### src/rtl/fpu_arb_pkg.sv
// Shared types and constants for the FPU functional-unit arbiters.
// FPU_ARB_TIMEOUT_EN selects the watchdog result constants used by the multiplier arbiter.
package fpu_arb_pkg;

    typedef enum logic [1:0] {
        ARB_IDLE    = 2'd0,
        ARB_ISSUE   = 2'd1,
        ARB_WAIT    = 2'd2,
        ARB_RESPOND = 2'd3
    } fpu_arb_state;

    localparam logic [2:0]  EXC_TIMEOUT = 3'b111;
    localparam logic [31:0] QNAN32      = 32'h7FC0_0000;

endpackage

### src/rtl/rr_pick.sv
// Combinational round-robin picker: first set request at or after ptr, wrapping.
// Shared by the multiplier arbiter and the planned adder/divider arbiters.
module rr_pick #(
    parameter int N  = 4,
    parameter int PW = $clog2(N)
) (
    input  logic [N-1:0]  req,
    input  logic [PW-1:0] ptr,
    output logic [PW-1:0] idx,
    output logic          found
);

    logic [PW-1:0] cand [N];
    logic [N-1:0]  hit;

    // cand[k] is the requester k places after ptr; ptr is always below N
    generate
        for (genvar gi = 0; gi < N; gi++) begin : g_cand
            logic [PW:0] sum;
            assign sum       = {1'b0, ptr} + (PW+1)'(gi);
            assign cand[gi]  = (sum >= (PW+1)'(N)) ? PW'(sum - (PW+1)'(N)) : sum[PW-1:0];
            assign hit[gi]   = req[cand[gi]];
        end
    endgenerate

    always_comb begin
        idx   = '0;
        found = 1'b0;
        for (int k = N - 1; k >= 0; k--) begin
            if (hit[k]) begin
                idx   = cand[k];
                found = 1'b1;
            end
        end
    end

endmodule

### src/rtl/fpu_mul_arbiter.sv
// Round-robin arbiter sharing one FP32 multiplier controller between NUM_REQ issue ports.
// Define FPU_ARB_TIMEOUT_EN to add a watchdog that answers with a quiet NaN after TIMEOUT wait cycles.
module fpu_mul_arbiter
    import fpu_arb_pkg::*;
#(
    parameter int NUM_REQ = 4,
    parameter int TIMEOUT = 255
) (
    input  logic                   CLK,
    input  logic                   RSTn,
    input  logic [NUM_REQ-1:0]     Req,
    input  logic [NUM_REQ*32-1:0]  Req_Datain1,
    input  logic [NUM_REQ*32-1:0]  Req_Datain2,
    input  logic [NUM_REQ*3-1:0]   Req_Mode,
    output logic [NUM_REQ-1:0]     Rsp_valid,
    output logic [31:0]            Rsp_Dataout,
    output logic [2:0]             Rsp_Exc,
    output logic                   Busy,
    output logic [31:0]            Mul_Datain1,
    output logic [31:0]            Mul_Datain2,
    output logic [2:0]             Mul_Mode,
    output logic                   Mul_Data_valid,
    input  logic [31:0]            Mul_Dataout,
    input  logic                   Mul_Dataout_valid,
    input  logic [2:0]             Mul_Exc
);

    localparam int PW = $clog2(NUM_REQ);
    localparam int TW = 16;

    generate
        if (NUM_REQ < 2 || NUM_REQ > 8 || TIMEOUT < 1 || TIMEOUT > 65535) begin : g_bad_params
            $error("fpu_mul_arbiter: NUM_REQ must be 2..8 and TIMEOUT 1..65535");
        end
    endgenerate

    logic [31:0] op1 [NUM_REQ];
    logic [31:0] op2 [NUM_REQ];
    logic [2:0]  mode [NUM_REQ];

    generate
        for (genvar gi = 0; gi < NUM_REQ; gi++) begin : g_unpack
            assign op1[gi]  = Req_Datain1[32*gi +: 32];
            assign op2[gi]  = Req_Datain2[32*gi +: 32];
            assign mode[gi] = Req_Mode[3*gi +: 3];
        end
    endgenerate

    fpu_arb_state        state_q, state_d;
    logic [PW-1:0]       rr_ptr_q, rr_ptr_d;
    logic [PW-1:0]       grant_q, grant_d;
    logic [31:0]         mul_d1_q, mul_d1_d;
    logic [31:0]         mul_d2_q, mul_d2_d;
    logic [2:0]          mul_mode_q, mul_mode_d;
    logic                mul_dv_q, mul_dv_d;
    logic [NUM_REQ-1:0]  rsp_valid_q, rsp_valid_d;
    logic [31:0]         rsp_data_q, rsp_data_d;
    logic [2:0]          rsp_exc_q, rsp_exc_d;
    logic                busy_q, busy_d;
`ifdef FPU_ARB_TIMEOUT_EN
    logic [TW-1:0]       wd_cnt_q, wd_cnt_d;
`endif

    logic [PW-1:0] pick_idx;
    logic          pick_found;

    rr_pick #(
        .N  (NUM_REQ),
        .PW (PW)
    ) u_rr_pick (
        .req   (Req),
        .ptr   (rr_ptr_q),
        .idx   (pick_idx),
        .found (pick_found)
    );

    always_comb begin
        state_d     = state_q;
        rr_ptr_d    = rr_ptr_q;
        grant_d     = grant_q;
        mul_d1_d    = mul_d1_q;
        mul_d2_d    = mul_d2_q;
        mul_mode_d  = mul_mode_q;
        mul_dv_d    = 1'b0;
        rsp_valid_d = '0;
        rsp_data_d  = rsp_data_q;
        rsp_exc_d   = rsp_exc_q;
`ifdef FPU_ARB_TIMEOUT_EN
        wd_cnt_d    = wd_cnt_q;
`endif
        case (state_q)
            ARB_IDLE: begin
                if (pick_found) begin
                    grant_d    = pick_idx;
                    mul_d1_d   = op1[pick_idx];
                    mul_d2_d   = op2[pick_idx];
                    mul_mode_d = mode[pick_idx];
                    mul_dv_d   = 1'b1;
                    state_d    = ARB_ISSUE;
                end
            end
            ARB_ISSUE: begin
                state_d = ARB_WAIT;
`ifdef FPU_ARB_TIMEOUT_EN
                wd_cnt_d = '0;
`endif
            end
            ARB_WAIT: begin
                // A real result arriving on the timeout cycle takes priority
                if (Mul_Dataout_valid) begin
                    rsp_data_d  = Mul_Dataout;
                    rsp_exc_d   = Mul_Exc;
                    rsp_valid_d = NUM_REQ'(1) << grant_q;
                    state_d     = ARB_RESPOND;
                end
`ifdef FPU_ARB_TIMEOUT_EN
                else if (wd_cnt_q == TW'(TIMEOUT - 1)) begin
                    rsp_data_d  = QNAN32;
                    rsp_exc_d   = EXC_TIMEOUT;
                    rsp_valid_d = NUM_REQ'(1) << grant_q;
                    state_d     = ARB_RESPOND;
                end else begin
                    wd_cnt_d = wd_cnt_q + TW'(1);
                end
`endif
            end
            ARB_RESPOND: begin
                // The just-served port ranks last in the next arbitration
                rr_ptr_d = (grant_q == PW'(NUM_REQ - 1)) ? '0 : grant_q + PW'(1);
                state_d  = ARB_IDLE;
            end
            default: state_d = ARB_IDLE;
        endcase
        busy_d = (state_d != ARB_IDLE);
    end

    always_ff @(posedge CLK or negedge RSTn) begin
        if (!RSTn) begin
            state_q     <= ARB_IDLE;
            rr_ptr_q    <= '0;
            grant_q     <= '0;
            mul_d1_q    <= '0;
            mul_d2_q    <= '0;
            mul_mode_q  <= '0;
            mul_dv_q    <= 1'b0;
            rsp_valid_q <= '0;
            rsp_data_q  <= '0;
            rsp_exc_q   <= '0;
            busy_q      <= 1'b0;
        end else begin
            state_q     <= state_d;
            rr_ptr_q    <= rr_ptr_d;
            grant_q     <= grant_d;
            mul_d1_q    <= mul_d1_d;
            mul_d2_q    <= mul_d2_d;
            mul_mode_q  <= mul_mode_d;
            mul_dv_q    <= mul_dv_d;
            rsp_valid_q <= rsp_valid_d;
            rsp_data_q  <= rsp_data_d;
            rsp_exc_q   <= rsp_exc_d;
            busy_q      <= busy_d;
        end
    end

`ifdef FPU_ARB_TIMEOUT_EN
    always_ff @(posedge CLK or negedge RSTn) begin
        if (!RSTn) begin
            wd_cnt_q <= '0;
        end else begin
            wd_cnt_q <= wd_cnt_d;
        end
    end
`endif

    assign Rsp_valid      = rsp_valid_q;
    assign Rsp_Dataout    = rsp_data_q;
    assign Rsp_Exc        = rsp_exc_q;
    assign Busy           = busy_q;
    assign Mul_Datain1    = mul_d1_q;
    assign Mul_Datain2    = mul_d2_q;
    assign Mul_Mode       = mul_mode_q;
    assign Mul_Data_valid = mul_dv_q;

endmodule

### config.mk
export PLATFORM = sky130hd
export DESIGN_NAME = fpu_mul_arbiter
export DESIGN_NICKNAME = d
export VERILOG_FILES = /design/src/rtl/fpu_arb_pkg.sv /design/src/rtl/rr_pick.sv /design/src/rtl/fpu_mul_arbiter.sv
export SDC_FILE = /design/constraint.sdc
export NUM_CORES = 1
export LEC_CHECK = 0
export CAP_MARGIN = 20
export CORE_AREA = 2 2 162 164
export DETAILED_ROUTE_END_ITERATION = 8
export DIE_AREA = 0 0 164 166
export GPL_TIMING_DRIVEN = 0
export SYNTH_ARGS = -nofsm -noshare
export SYNTH_HDL_FRONTEND = slang
export SYNTH_HIERARCHICAL = 1
export SYNTH_SLANG_ARGS = --single-unit
### constraint.sdc
create_clock -name CLK -period 2.3 [get_ports CLK]
set_clock_uncertainty 0.15 [all_clocks]
set_input_delay 0.23 -clock CLK [delete_from_list [all_inputs] [get_ports CLK]]
set_output_delay 0.23 -clock CLK [all_outputs]
set_load 0.05 [all_outputs]
After elaboration in Yosys (flattened, before gate mapping)
Cells that the tools add are included.
{ "word_totals": {"register_bits": 114, "latchBits": 0, "mem_bits_rw": 0, "romBits": 0, "in_bits": 310, "output_inout_bits": 108, "n_memories": 0} }
{ "classes": {"n_addsub": 8, "n_mul": 0, "div_mod_pow": 0, "magnitude_cmp": 9, "eq_ne": 4, "shift": 1, "mux": 37, "bitwise": 1, "reduce_logical": 4} }
{ "ops": {"columns": ["op", "count"], "rows": [
  ["32-bit binary-select mux with 2-bit select", 2],
  ["32-bit two-way mux", 4],
  ["2-bit two-way mux", 11],
  ["3-bit greater-or-equal comparator, second input constant", 4],
  ["2-bit by 3-bit < comparator with 1-bit output, second input constant", 4],
  ["1-bit two-way mux", 10],
  ["1-bit binary-select mux with 2-bit select", 4],
  ["4-bit two-way mux", 2],
  ["2-bit case mux with 4 select lines", 1],
  ["2-bit by 1-bit subtractor with 2-bit output, second input constant", 4],
  ["2-bit by 2-bit adder with 3-bit output, second input constant", 2],
  ["3-bit binary-select mux with 2-bit select", 1],
  ["2-bit equality test, second input constant", 3],
  ["3-bit two-way mux", 2],
  ["2-bit AND reduction", 2],
  ["1-bit by 2-bit << shifter with 4-bit output, first input constant", 1],
  ["2-bit by 1-bit adder with 3-bit output, second input constant", 1],
  ["2-bit by 3-bit greater-or-equal comparator with 1-bit output, second input constant", 1],
  ["2-bit NOT with 3-bit output", 1],
  ["2-bit by 1-bit adder with 2-bit output, second input constant", 1],
  ["2-bit by 1-bit equality test with 1-bit output, second input constant", 1],
  ["2-bit logical NOT", 1],
  ["2-bit nonzero test", 1]
]} }

Depth between registers and ports, before layout
{ "logic_depth": {"word_depth": 13, "depth_mapped": 8, "depth_no_buf": 6} }

Modules after synthesis
Netlist, hierarchy kept.
{ "modules_own_cells": {"columns": ["module", "instances", "cells_per_inst", "area_each_um2"], "rows": [
  ["fpu_mul_arbiter", 1, 487, 5920.7],
  ["rr_pick", 1, 13, 77.6]
]} }

Worst setup path before layout
No wires, ideal clock.
{ "synth_timing": {"kind": "flip-flop to flip-flop", "from": "reg rr_ptr_q[1]", "to": "reg mul_d2_q[0], in the netlist Mul_Datain2[0]", "setup_ns": 0.142, "t_arrival_ns": 1.484, "t_required_ns": 2.008, "setup_slack_ns": 0.524, "stages_incl_launch_ff": 9, "synth_period_minus_slack_ns": 1.776, "cell_sequence": "dfrtp_1 nor3b_1 a211oi_1 nor2_1 buf_4 buf_6 buf_6 mux2i_1 o221ai_1"} }
{ "synth_via": {"elab_chain_cells": 13, "elab_cells_between_ends": 36, "cone_classes": "7 x add/sub; 4 x order compare; 23 x mux; 1 x bitwise; 1 x reduce/logical"} }
{ "synth_rtl": {"columns": ["item", "line", "text"], "rows": [
  ["start, declared", "fpu_mul_arbiter.sv:50", "logic [PW-1:0] rr_ptr_q, rr_ptr_d;"],
  ["start signal, assigned", "fpu_mul_arbiter.sv:152", "rr_ptr_q <= rr_ptr_d;"],
  ["2-bit by 2-bit adder with 3-bit output", "rr_pick.sv:20", "assign sum = {1'b0, ptr} + (PW+1)'(gi);"],
  ["3-bit greater-or-equal comparator / 2-bit by 1-bit subtractor with 2-bit output (equally long branches)", "rr_pick.sv:21", "assign cand[gi] = (sum >= (PW+1)'(N)) ? PW'(sum - (PW+1)'(N)) : sum[PW-1:0];"],
  ["2-bit two-way mux", "rr_pick.sv:21", null],
  ["1-bit binary-select mux with 2-bit select", "rr_pick.sv:22", "assign hit[gi] = req[cand[gi]];"],
  ["1-bit two-way mux (implied by the code)", "rr_pick.sv:22", null],
  ["2-bit two-way mux (3 in series)", "rr_pick.sv:30", "if (hit[k]) begin"],
  ["2-bit two-way mux *", "rr_pick.sv:30", null],
  ["via pick_idx[1]", "fpu_mul_arbiter.sv:64", "logic [PW-1:0] pick_idx;"],
  ["2-bit NOT with 3-bit output (implied by the code) *", "fpu_mul_arbiter.sv:96", "mul_d2_d = op2[pick_idx];"],
  ["32-bit binary-select mux with 2-bit select *", "fpu_mul_arbiter.sv:96", null],
  ["32-bit two-way mux (implied by the code) * (2 in series)", "fpu_mul_arbiter.sv:96", null],
  ["end signal, assigned", "fpu_mul_arbiter.sv:155", "mul_d2_q <= mul_d2_d;"],
  ["end, declared", "fpu_mul_arbiter.sv:53", "logic [31:0] mul_d2_q, mul_d2_d;"]
]} }
Mark *: on every way through the listed nets, which the timed path passes. The rest lies on a longest branch. The select of a mux whose other input is x is not followed.
A chain may end at the register's enable or synchronous reset.

Worst setup path in the final report
{ "layout_timing": {"from": "reg rr_ptr_q[1]", "to": "reg mul_d2_q[21], in the netlist Mul_Datain2[21]"} }
Same word-level chain as after synthesis.

==> impl_metrics.json <==
{
  "crit_chain": "nor3b_2 -> a211oi_1 -> nor2_1 -> buf_4 -> buf_8 -> buf_6 -> mux2i_1 -> o221ai_1",
  "period_needed_ns": 2.12,
  "drt_iter0_markers": 257,
  "dieWidth_microns": 164,
  "worstSetupEndpointType": "flop",
  "diodes": 0,
  "syn_area_per_cell_sq_um": 12.0,
  "cts_tree": "done",
  "antenna_found_initial": 0,
  "firstDrtPassIters": 4,
  "gp_congestion": 0.798,
  "numCtsBuffers": 17,
  "tns_ns": 0,
  "layout-drive-gt1-share_pct": 7.47,
  "async_reset_ff_share_pct": 100,
  "vias_per_cell": 4.52,
  "grt_max_degree": 64,
  "nNetsFinal": 1256,
  "r2r_start": "rr_ptr_q[1]",
  "clockBufferDepth": 2,
  "ys_types": 25,
  "ys_seq_area_share_pct": 47.6,
  "tightest_slew_ns": 0.572,
  "io_pins": 418,
  "drc": 0,
  "yosysWarnings": 6,
  "start_util_pct": 23.4,
  "critPathLaunch": "rr_ptr_q[1]",
  "power.leakage_nw": 4.75,
  "post_dp_cell_area_sq_mm": 0.0106,
  "synth-main-ff-cell": "dfrtp_1",
  "final_area_sq_mm": 0.0112,
  "fp-row-count": 59,
  "netlist_instances": 500,
  "grt_pass1_vias": 6106,
  "globalRouteTotalUtil_pct": 18.1,
  "synth_common_cells": "mux2i_1 (136), dfrtp_1 (114), nand2_1 (70)",
  "hold_class": "in2async",
  "cpMaxStageDelayCell": "dfrtp_1",
  "via_count": 5805,
  "power_mw": 15.8,
  "cp.arrival_ns": 2.24,
  "clock_latency_ns": 0.40,
  "synth_top_area_share_pct": 47.6,
  "required_ns": 2.42,
  "setup_viol": 0,
  "maxCapViolCount": 0,
  "synth_edf_count": 0,
  "dieArea_sq_mm": 0.0272,
  "status": "complete, no violations",
  "cp-start-kind": "flop",
  "holdWs_ns": 0.188,
  "post_cts_buffers": 0,
  "overflow": 0,
  "finalHoldViolations": 0,
  "area_growth_pct": 87.2,
  "wl_per_cell_microns": 19.7,
  "grt_pass1_wl_microns": 37000,
  "portBuffers": 417,
  "ir_drop_v": 0.000605,
  "ys_ff_latch": 114,
  "cts_root_buf": "clkbuf_16",
  "drv_slew": 0,
  "rsz0062_at_grt": "no",
  "final_cells": 1285,
  "path_class": "reg2reg",
  "die_y_microns": 166,
  "syn-num-nets": 818,
  "clkTransAtPathRegs_ns": 0.06,
  "clock.fmax_mhz": 472,
  "coreArea_sq_mm": 0.0256,
  "yosys.area.top_type": "dfrtp_1",
  "r2r_slack_ns": 0.18,
  "cts_sinks": 114,
  "synth.area.top_cells": "dfrtp_1 (48%), mux2i_1 (23%), o221ai_1 (9.8%), mux2_1 (6.8%), nand2_1 (4.4%)",
  "slew_headroom_pct": 61.7,
  "place_inst": 1253,
  "cp_max_fo": 10,
  "p_per_area_mw_per_mm2": 1410,
  "synthMostInstantiatedCell": "mux2i_1",
  "synth_area_sq_mm": 0.00600,
  "wl_microns": 25300,
  "cpPeakStageDelay_ns": 0.44,
  "cts_htree_levels": 4,
  "dpl.hpwl_microns": 20100,
  "antenna_left": 0,
  "fin_crit_sh_pct": 92.1
}
==> cell usage in the layout, fill, tap and decap left out, types with 2 or more instances in the layout <==
cell type and instances:
dfrtp_1 114, mux2_1 36, o21ai_1 2, and3_1 4, buf_2 12, inv_6 4, buf_4 6, bufinv_16 2
clkdlybuf4s50_1 416, clkbuf_1 9, nand2_2 2, o221ai_1 67, mux2i_1 136, buf_6 8, inv_1 4, nand2b_1 2
clkinvlp_4 2, clkinv_2 2, clkbuf_16 17, clkbuf_4 3, nor2_1 6, ha_1 8, nand2_1 70, a21oi_1 2
clkinv_4 5
==> layout make-up <==
type | instances | area (sq um)
Buffer | 39 | 260
Clock buffer | 17 | 425
Clock inverter | 14 | 155
Fill cell | 2478 | 14400
Inverter | 5 | 23.8
Multi-Input combinational cell | 342 | 2880
Sequential cell | 114 | 2850
Tap cell | 335 | 419
Timing Repair Buffer | 419 | 4210
==> timing repair <==
| action | CTS | global route |
|---|---|---|
| hold buffers | 1 | 0 |
| gates resized for setup | 0 | 7 |
| hold endpoints to repair | 51 | 0 |
| endpoints found under the setup margin | 0 | 36 |
==> state kept, by name, summed over array words and instances (netlist names) <==
| signal | flops |
|---|---|
| Rsp_Dataout | 32 |
| Rsp_Exc | 3 |
| Mul_Datain1 | 32 |
| grant_q | 2 |
| Rsp_valid | 4 |
| Mul_Datain2 | 32 |
| Mul_Mode | 3 |
| Mul_Data_valid | 1 |
| Busy | 1 |
| rr_ptr_q | 2 |
| state_q | 2 |
==> worst max-delay path: cells and delay by family (launching register included) <==
kind | cells | cell delay, ns
flip-flops | 1 | 0.44
AO/OA/AOI/OAI | 2 | 0.22
multiplexers | 1 | 0.27
buffers and inverters | 3 | 0.61
AND/OR/NAND/NOR | 2 | 0.27
==> path summary, 6_finish.rpt <==
check	to	depth (start not counted)
min in group CLK	Rsp_Dataout[13]	2
max in group asynchronous	Mul_Datain2[15]	3
min	Rsp_Dataout[1]	2
max	Mul_Datain2[21]	8
min reg2reg	Mul_Datain2[5]	2
max reg2reg	Mul_Datain2[21]	8
==> report_power, final <==
part	total [mW]	internal [mW]	leakage [nW]	switching (mW)
Combinational	9.61	3.62	3.08	5.99
Clock	2.64	1.60	0.280	1.03
Sequential	3.57	3.01	1.39	0.567
==> logic make-up (layout without fill, tap and decap cells) <==
family                   after synthesis  in the layout  synth area share (%)
buffers and inverters                 44            494                  4.53
AO/OA/AOI/OAI                         73             73                  10.5
adder cells (fa/ha/maj)                8              8                  1.67
AND/OR/NAND/NOR                       88             88                  6.15
flip-flops                           114            114                  47.6
multiplexers                         173            173                  29.6
==> metal layers <==
layer / up-vias / part of all wire (%) / GRT usage (%)
met5: - / 0 / 0
met4: 0 / 1.1 / 4.23
met3: 13 / 7.6 / 4.50
met2: 229 / 52 / 32.8
met1: 2808 / 39 / 21.4
li1: 2755 / - / -
==> per-stage QoR <==
| stage | utilization [%] | setup WS (ns) |
|---|---|---|
| after floorplan | - | 0.524 |
| after global placement | 41.3 | -4.05 |
| after detailed placement | 41.5 | -0.164 |
| after CTS | 43.8 | 0.104 |
| after global routing | 43.8 | 0.0159 |
| final | 43.8 | 0.182 |
No activity file was read; power rests on OpenSTA's default activity.
